## config.mk

```make
export PLATFORM = sky130hd
export DESIGN_NAME = div_sequencer
export DESIGN_NICKNAME = d
export VERILOG_FILES = /design/src/rtl/div_sequencer_pkg.sv /design/src/rtl/div_sequencer_sign_fix.sv /design/src/rtl/div_sequencer.sv
export SDC_FILE = /design/constraint.sdc
export NUM_CORES = 1
export LEC_CHECK = 0
export CORE_MARGIN = 1.5
export CORE_UTILIZATION = 36
export DETAILED_ROUTE_END_ITERATION = 6
export GPL_ROUTABILITY_DRIVEN = 0
export GPL_TIMING_DRIVEN = 0
export MAX_ROUTING_LAYER = met4
export PLACE_DENSITY = 0.77
export REMOVE_ABC_BUFFERS = 1
export SETUP_SLACK_MARGIN = 0.05
export SLEW_MARGIN = 20
export SYNTH_ARGS = -nofsm -noshare
export SYNTH_HDL_FRONTEND = slang
export SYNTH_SLANG_ARGS = --single-unit
```

## constraint.sdc

```tcl
create_clock -name CLK -period 1.7 [get_ports CLK]
set_clock_uncertainty 0.15 [all_clocks]
set_input_delay 0.255 -clock CLK [delete_from_list [all_inputs] [get_ports CLK]]
set_output_delay 0.255 -clock CLK [all_outputs]
set_load 0.005 [all_outputs]
```

## src/rtl/div_sequencer_pkg.sv

```systemverilog
// ---------------------------------------------------------------------------
// div_seq_pkg
//
// Shared definitions for the division sequencer and its sign-fix helper.
//   - state_e        : sequencer FSM states (IDLE, START, RUN, FIX)
//   - DEFAULT_WIDTH  : default operand/result width
//   - DIV0_LO_BIT    : fill bit of the LO value written on divide-by-zero
//                      (LO = {WIDTH{DIV0_LO_BIT}}, i.e. all ones)
//
// Configuration macro: DIV_SIGNED_EN (consumed by the files that import this
// package; the package itself is identical in both builds).
// ---------------------------------------------------------------------------
package div_seq_pkg;

    localparam int DEFAULT_WIDTH = 32;

    // Encodings are fixed so the state register reads the same in every tool.
    typedef enum logic [1:0] {
        IDLE  = 2'd0,
        START = 2'd1,
        RUN   = 2'd2,
        FIX   = 2'd3
    } state_e;

    // LO on divide-by-zero is all ones at any WIDTH; expressed as a fill bit
    // so the replication width follows the instantiating module's WIDTH.
    localparam logic DIV0_LO_BIT = 1'b1;

endpackage

```

## src/rtl/div_sequencer_sign_fix.sv

```systemverilog
// ---------------------------------------------------------------------------
// div_sign_fix
//
// Combinational sign handling for DIV (signed) operations. Only compiled when
// DIV_SIGNED_EN is defined; the unsigned-only build has no sign logic at all.
//
// Ports:
//   op_signed   in   1      1 = DIV, 0 = DIVU (no conversion)
//   op_a        in   WIDTH  raw dividend
//   op_b        in   WIDTH  raw divisor
//   mag_a       out  WIDTH  |op_a| as unsigned WIDTH bits
//   mag_b       out  WIDTH  |op_b| as unsigned WIDTH bits
//   neg_quot    out  1      quotient must be negated (sign(a) ^ sign(b))
//   neg_rem     out  1      remainder must be negated (sign(a))
//   fix_quot    in   1      registered neg_quot for the result in flight
//   fix_rem     in   1      registered neg_rem for the result in flight
//   res_quot    in   WIDTH  unsigned quotient from the divider
//   res_rem     in   WIDTH  unsigned remainder from the divider
//   quot_fixed  out  WIDTH  sign-corrected quotient
//   rem_fixed   out  WIDTH  sign-corrected remainder
// ---------------------------------------------------------------------------
`ifdef DIV_SIGNED_EN
module div_sign_fix
    import div_seq_pkg::*;
#(
    parameter int WIDTH = DEFAULT_WIDTH
) (
    input  logic             op_signed,
    input  logic [WIDTH-1:0] op_a,
    input  logic [WIDTH-1:0] op_b,
    output logic [WIDTH-1:0] mag_a,
    output logic [WIDTH-1:0] mag_b,
    output logic             neg_quot,
    output logic             neg_rem,
    input  logic             fix_quot,
    input  logic             fix_rem,
    input  logic [WIDTH-1:0] res_quot,
    input  logic [WIDTH-1:0] res_rem,
    output logic [WIDTH-1:0] quot_fixed,
    output logic [WIDTH-1:0] rem_fixed
);

    logic sign_a;
    logic sign_b;

    assign sign_a = op_signed & op_a[WIDTH-1];
    assign sign_b = op_signed & op_b[WIDTH-1];

    // Two's-complement negation on WIDTH bits: the most negative value maps
    // onto itself, which read as unsigned is exactly its magnitude 2^(WIDTH-1).
    assign mag_a = sign_a ? ({WIDTH{1'b0}} - op_a) : op_a;
    assign mag_b = sign_b ? ({WIDTH{1'b0}} - op_b) : op_b;

    assign neg_quot = sign_a ^ sign_b;
    assign neg_rem  = sign_a;

    // The overflow case -2^(WIDTH-1) / -1 needs no special path: both signs
    // are set, the quotient is not negated and 2^(WIDTH-1) wraps naturally.
    assign quot_fixed = fix_quot ? ({WIDTH{1'b0}} - res_quot) : res_quot;
    assign rem_fixed  = fix_rem  ? ({WIDTH{1'b0}} - res_rem)  : res_rem;

endmodule
`endif

```

## src/rtl/div_sequencer.sv

```systemverilog
// ---------------------------------------------------------------------------
// div_sequencer
//
// Issues DIV/DIVU requests from the multi-cycle control unit onto the shared
// shift-subtract divider. Owns the iteration counter that terminates the
// divider controller, converts operand signs, handles divide-by-zero without
// starting the divider, writes quotient/remainder into LO/HI, and stalls
// MFHI/MFLO while a division is in flight.
//
// Configuration macro: DIV_SIGNED_EN
//   defined   : op_signed selects DIV (signed) or DIVU (unsigned).
//   undefined : every operation is DIVU; op_signed is ignored, operands and
//               results pass through without sign logic.
//
// Ports:
//   CLK            in   1      clock
//   RST            in   1      synchronous active-high reset
//   op_valid       in   1      division request (held until accepted)
//   op_signed      in   1      1 = DIV, 0 = DIVU
//   op_a           in   WIDTH  dividend
//   op_b           in   WIDTH  divisor
//   op_ready       out  1      high only in IDLE; accept = op_valid & op_ready
//   mf_req         in   1      MFHI/MFLO in decode
//   stall          out  1      mf_req & busy
//   busy           out  1      sequencer not idle
//   div_start      out  1      one-cycle start pulse to divider controller
//   div_done       out  1      terminate/flush to divider controller
//   div_dividend   out  WIDTH  dividend magnitude, registered at accept
//   div_divisor    out  WIDTH  divisor magnitude, registered at accept
//   div_quotient   in   WIDTH  divider quotient (unsigned)
//   div_remainder  in   WIDTH  divider remainder (unsigned)
//   hi             out  WIDTH  HI register (remainder)
//   lo             out  WIDTH  LO register (quotient)
//
// Cycle budget of a normal division (accept = cycle 0):
//   START at 1, RUN at 2..WIDTH+2, FIX at WIDTH+3, results from WIDTH+4.
// Divide-by-zero: FIX at 1, results from 2.
// ---------------------------------------------------------------------------
module div_sequencer
    import div_seq_pkg::*;
#(
    parameter int WIDTH = DEFAULT_WIDTH,
    parameter int CNT_W = $clog2(WIDTH + 1)
) (
    input  logic             CLK,
    input  logic             RST,
    input  logic             op_valid,
    input  logic             op_signed,
    input  logic [WIDTH-1:0] op_a,
    input  logic [WIDTH-1:0] op_b,
    output logic             op_ready,
    input  logic             mf_req,
    output logic             stall,
    output logic             busy,
    output logic             div_start,
    output logic             div_done,
    output logic [WIDTH-1:0] div_dividend,
    output logic [WIDTH-1:0] div_divisor,
    input  logic [WIDTH-1:0] div_quotient,
    input  logic [WIDTH-1:0] div_remainder,
    output logic [WIDTH-1:0] hi,
    output logic [WIDTH-1:0] lo
);

    // -----------------------------------------------------------------------
    // State
    // -----------------------------------------------------------------------
    state_e           state_q,    state_d;
    logic [CNT_W-1:0] cnt_q,      cnt_d;
    logic [WIDTH-1:0] dividend_q, dividend_d;
    logic [WIDTH-1:0] divisor_q,  divisor_d;
    logic [WIDTH-1:0] hi_q,       hi_d;
    logic [WIDTH-1:0] lo_q,       lo_d;
    logic             neg_quot_q, neg_quot_d;
    logic             neg_rem_q,  neg_rem_d;
    logic             zero_q,     zero_d;

    // -----------------------------------------------------------------------
    // Sign conversion
    // -----------------------------------------------------------------------
    logic [WIDTH-1:0] mag_a;
    logic [WIDTH-1:0] mag_b;
    logic             neg_quot_in;
    logic             neg_rem_in;
    logic [WIDTH-1:0] rem_raw;
    logic [WIDTH-1:0] quot_fixed;
    logic [WIDTH-1:0] rem_fixed;

    // On divide-by-zero HI must hold the original dividend. The stored
    // magnitude is sent through the remainder path: the remainder sign flag
    // equals sign(a), so the negation there restores the raw op_a.
    assign rem_raw = zero_q ? dividend_q : div_remainder;

`ifdef DIV_SIGNED_EN
    div_sign_fix #(
        .WIDTH (WIDTH)
    ) u_sign_fix (
        .op_signed  (op_signed),
        .op_a       (op_a),
        .op_b       (op_b),
        .mag_a      (mag_a),
        .mag_b      (mag_b),
        .neg_quot   (neg_quot_in),
        .neg_rem    (neg_rem_in),
        .fix_quot   (neg_quot_q),
        .fix_rem    (neg_rem_q),
        .res_quot   (div_quotient),
        .res_rem    (rem_raw),
        .quot_fixed (quot_fixed),
        .rem_fixed  (rem_fixed)
    );
`else
    // Unsigned-only build: operands and results pass straight through and
    // the sign flags stay at zero.
    assign mag_a       = op_a;
    assign mag_b       = op_b;
    assign neg_quot_in = 1'b0;
    assign neg_rem_in  = 1'b0;
    assign quot_fixed  = div_quotient;
    assign rem_fixed   = rem_raw;

    logic unused_sign_bits;
    assign unused_sign_bits = op_signed ^ neg_quot_q ^ neg_rem_q;
`endif

    // -----------------------------------------------------------------------
    // Next-state and output logic
    // -----------------------------------------------------------------------
    always_comb begin
        // NOTE: every signal written below gets a default first, so no path
        // through the case can leave one unassigned and infer a latch.
        state_d    = state_q;
        cnt_d      = cnt_q;
        dividend_d = dividend_q;
        divisor_d  = divisor_q;
        hi_d       = hi_q;
        lo_d       = lo_q;
        neg_quot_d = neg_quot_q;
        neg_rem_d  = neg_rem_q;
        zero_d     = zero_q;
        op_ready   = 1'b0;
        div_start  = 1'b0;
        div_done   = 1'b0;

        unique case (state_q)
            IDLE: begin
                op_ready = 1'b1;
                // Held high while idle so a divider controller left in OPER
                // by an aborted division (its reset is not RST) is flushed.
                div_done = 1'b1;
                if (op_valid) begin
                    dividend_d = mag_a;
                    divisor_d  = mag_b;
                    neg_quot_d = neg_quot_in;
                    neg_rem_d  = neg_rem_in;
                    zero_d     = (op_b == '0);
                    state_d    = (op_b == '0) ? FIX : START;
                end
            end

            START: begin
                div_start = 1'b1;
                cnt_d     = CNT_W'(WIDTH);
                state_d   = RUN;
            end

            // WIDTH+1 cycles: the divider's INIT cycle plus WIDTH OPER steps.
            RUN: begin
                if (cnt_q == '0) begin
                    div_done = 1'b1;
                    state_d  = FIX;
                end else begin
                    cnt_d = cnt_q - CNT_W'(1);
                end
            end

            FIX: begin
                hi_d    = rem_fixed;
                lo_d    = zero_q ? {WIDTH{DIV0_LO_BIT}} : quot_fixed;
                state_d = IDLE;
            end

            default: begin
                state_d = IDLE;
            end
        endcase
    end

    // -----------------------------------------------------------------------
    // Registers
    // -----------------------------------------------------------------------
    always_ff @(posedge CLK) begin
        // NOTE: non-blocking assignments only, so every register samples the
        // pre-edge values regardless of statement order.
        if (RST) begin
            state_q    <= IDLE;
            cnt_q      <= '0;
            dividend_q <= '0;
            divisor_q  <= '0;
            hi_q       <= '0;
            lo_q       <= '0;
            neg_quot_q <= 1'b0;
            neg_rem_q  <= 1'b0;
            zero_q     <= 1'b0;
        end else begin
            state_q    <= state_d;
            cnt_q      <= cnt_d;
            dividend_q <= dividend_d;
            divisor_q  <= divisor_d;
            hi_q       <= hi_d;
            lo_q       <= lo_d;
            neg_quot_q <= neg_quot_d;
            neg_rem_q  <= neg_rem_d;
            zero_q     <= zero_d;
        end
    end

    // -----------------------------------------------------------------------
    // Outputs
    // -----------------------------------------------------------------------
    assign busy         = (state_q != IDLE);
    assign stall        = mf_req & busy;
    assign div_dividend = dividend_q;
    assign div_divisor  = divisor_q;
    assign hi           = hi_q;
    assign lo           = lo_q;

endmodule

```

==> results.ini <==
[run_status]
status=complete, but fails checks
violations=negative setup slack

[synth]
yosysMostFrequentCell=dfxtp_1
synth_xor_area_frac=0.001699
syn-cell-area_mm2=0.005155
ys_top_cells_by_count=dfxtp_1 (137), nand2_1 (132), nor2_1 (71), a21oi_1 (69), a211oi_1 (33)
synth_compound_area_frac=0.1687
synth_top_area_frac=0.5320
synth_area_leaders=dfxtp_1 (53%), nand2_1 (9.6%), a21oi_1 (6.7%)
muxShareOfSynthArea=0.06214
yosysWarnings=0
yosysTopAreaCell=dfxtp_1
avgSynthCellArea_um2=8.549
ys_seq_elements=137
ys_types=31
synth_ff_type=dfxtp_1
synth_top_family_by_area=simple AND/OR/NAND/NOR gates
syn_inst=603
synth-adder-area-share=0.01456
synth-async-reset-ratio=0
synth_edf_count=0
ys_seq_area_frac=0.5320
synth_simple_gate_area_frac=0.1806

[final_layout]
syn2layout_area_growth_pct=69.30
fin_area_mm2=0.008727
insertedDiodeCount=0
nNetsFinal=1001
register_area_mm2=0.002778
fill_cells=1260
final_cells=1055
multi_input_area_mm2=0.002321
utilization=0.6263
drive_gt1_frac=0.1086

[placement]
dp_cells=1004
dpl.hpwl_um=10840
detailed_place.area_mm2=0.007969
pre_cts_ws_ps=-397.8
port_buffers=264

[power]
netSwitchingFraction=0.3138
comb_power_share=0.348
power.share.clock=0.297
power_density_mw_per_mm2=1342
intPower_mw=8.038
peakVddDrop_v=0.0006716
leakage_nw=3.706
finalPower_mw=11.72
p_seq_frac=0.355
p_sw_mw=3.677

[clock_network]
clk_pin_slew_worst_paths_ps=50
clk_path_buf_depth=2
tritoncts=yes
cts.sinks=137
clk_latency_ps=410
hold_buffers=0
clockRootBuffer=clkbuf_16
htreeDepth=4
cts_buffers=17

[timing]
hold_ws_ps=92.72
hold_viol=0
fin_crit_sh=1.096
tns_ps=-236.0
rsz0062_at_grt=yes
setup_viol=4
fin_ws_ps=-163.3
relSlewSlack=0.6802
slew_violations=0
worst_slew_pin_slew_ps=479.7
fmax_mhz=536.7
finalCriticalPeriod_ps=1863

[floorplanning]
fp.dieW_um=122.7
ios=266
die_h_um=122.7
start_util=0.3699
rows=43
die-area_mm2=0.01505
core_mm2=0.01393

[worst_setup_path]
endpoint_kind=primary output
crit_type=reg2out
crit_required_ps=1290
ff2ff_setup_slack_ps=-30
cp-start-kind=flop
reg2reg_depth=5
arrival_ps=1460
worstPathMaxFanout=2

[routing]
drt_pass1_iterations=4
drtIter0Drc=283
wl_per_cell_um=16.35
drcViolationCount=0
totalWireLength_um=17250
drt.antenna.violating_nets=0
via_per_inst=4.931
vias=5202

[global_route]
grt.overflow.total=0
antenna_found_initial=0
grt_pass1_wl_um=25740
track_usage=0.2295
grt_max_degree=79
grt_pass1_vias=4947

[min_path]
worstHoldPathCells=2
holdCritPathClass=in2reg

[run]
maxCapViolations=0

## path summary, 6_finish.rpt
kind                                start                      endpoint
max                 cnt_q[2]$_SDFFE_PP0P_                      div_done
min                                   RST           zero_q$_SDFFE_PP0P_
max reg2reg         cnt_q[2]$_SDFFE_PP0P_       state_q[1]$_SDFFE_PP0P_
min reg2reg  div_divisor[13]$_SDFFE_PP0P_  div_divisor[13]$_SDFFE_PP0P_
## flip-flops by register name (all words and copies together) (netlist names)
signal,cells
zero_q,1
state_q,2
div_dividend,32
hi,32
cnt_q,6
lo,32
div_divisor,32
## power groups by stage
| stage | clock, mW | combinational [mW] | sequential [mW] |
|---|---|---|---|
| detailed placement | 0 | 3.67 | 4.21 |
| floorplan | 0 | 1.55 | 4.22 |
| global route | 3.70 | 4.46 | 4.22 |
| finish | 3.48 | 4.08 | 4.16 |
| CTS | 3.57 | 3.80 | 4.17 |
| global placement | 0 | 3.58 | 4.18 |
## area by class of cell
cell class | count | area share
Timing Repair Buffer | 286 | 0.3224
Sequential cell | 137 | 0.3183
Multi-Input combinational cell | 415 | 0.2660
Clock buffer | 26 | 0.05720
Tap cell | 180 | 0.02581
Clock inverter | 6 | 0.007312
Inverter | 5 | 0.003011
## routing by layer
| layer | vias to the layer above | global-route usage | wire length (um) |
|---|---|---|---|
| met5 | - | - | 0 |
| met4 | 0 | 0.1032 | 441 |
| met3 | 28 | 0.06506 | 1121 |
| met2 | 185 | 0.3660 | 8263 |
| met1 | 2396 | 0.2685 | 7420 |
| li1 | 2593 | - | - |
## repair_timing
action | CTS | global route
hold endpoints to repair | 0 | 0
pin swaps | 5 | 3
resized for setup | 191 | 9
endpoints found under the setup margin | 257 | 20
setup buffers | 8 | 6
cloned | 3 | 2
## critical path, cell delays in order (launching register included)
cell and delay, ps:
dfxtp_2 320, or3_4 410, nor2_4 100, nand2_2 60, nand2_1 60, buf_2 100
## kinds of logic after synthesis
kind of cell	count (synthesis)
AO/OA/AOI/OAI	145
AND/OR/NAND/NOR	229
buffers and inverters	53
flip-flops	137
adder cells (fa/ha/maj)	6
multiplexers	32
XOR/XNOR	1
## layout by cell type (no fill, tap or decap), drive strengths merged, types with 8 or more instances in the layout
| cell | instances |
|---|---|
| mux2i | 32 |
| a211oi | 33 |
| clkbuf | 28 |
| dlygate4sd2 | 128 |
| nand2 | 133 |
| nor2 | 71 |
| clkdlybuf4s50 | 130 |
| buf | 25 |
| nor4 | 8 |
| a21oi | 69 |
| o22ai | 32 |
| dfxtp | 137 |
No activity file was read; power rests on OpenSTA's default activity.
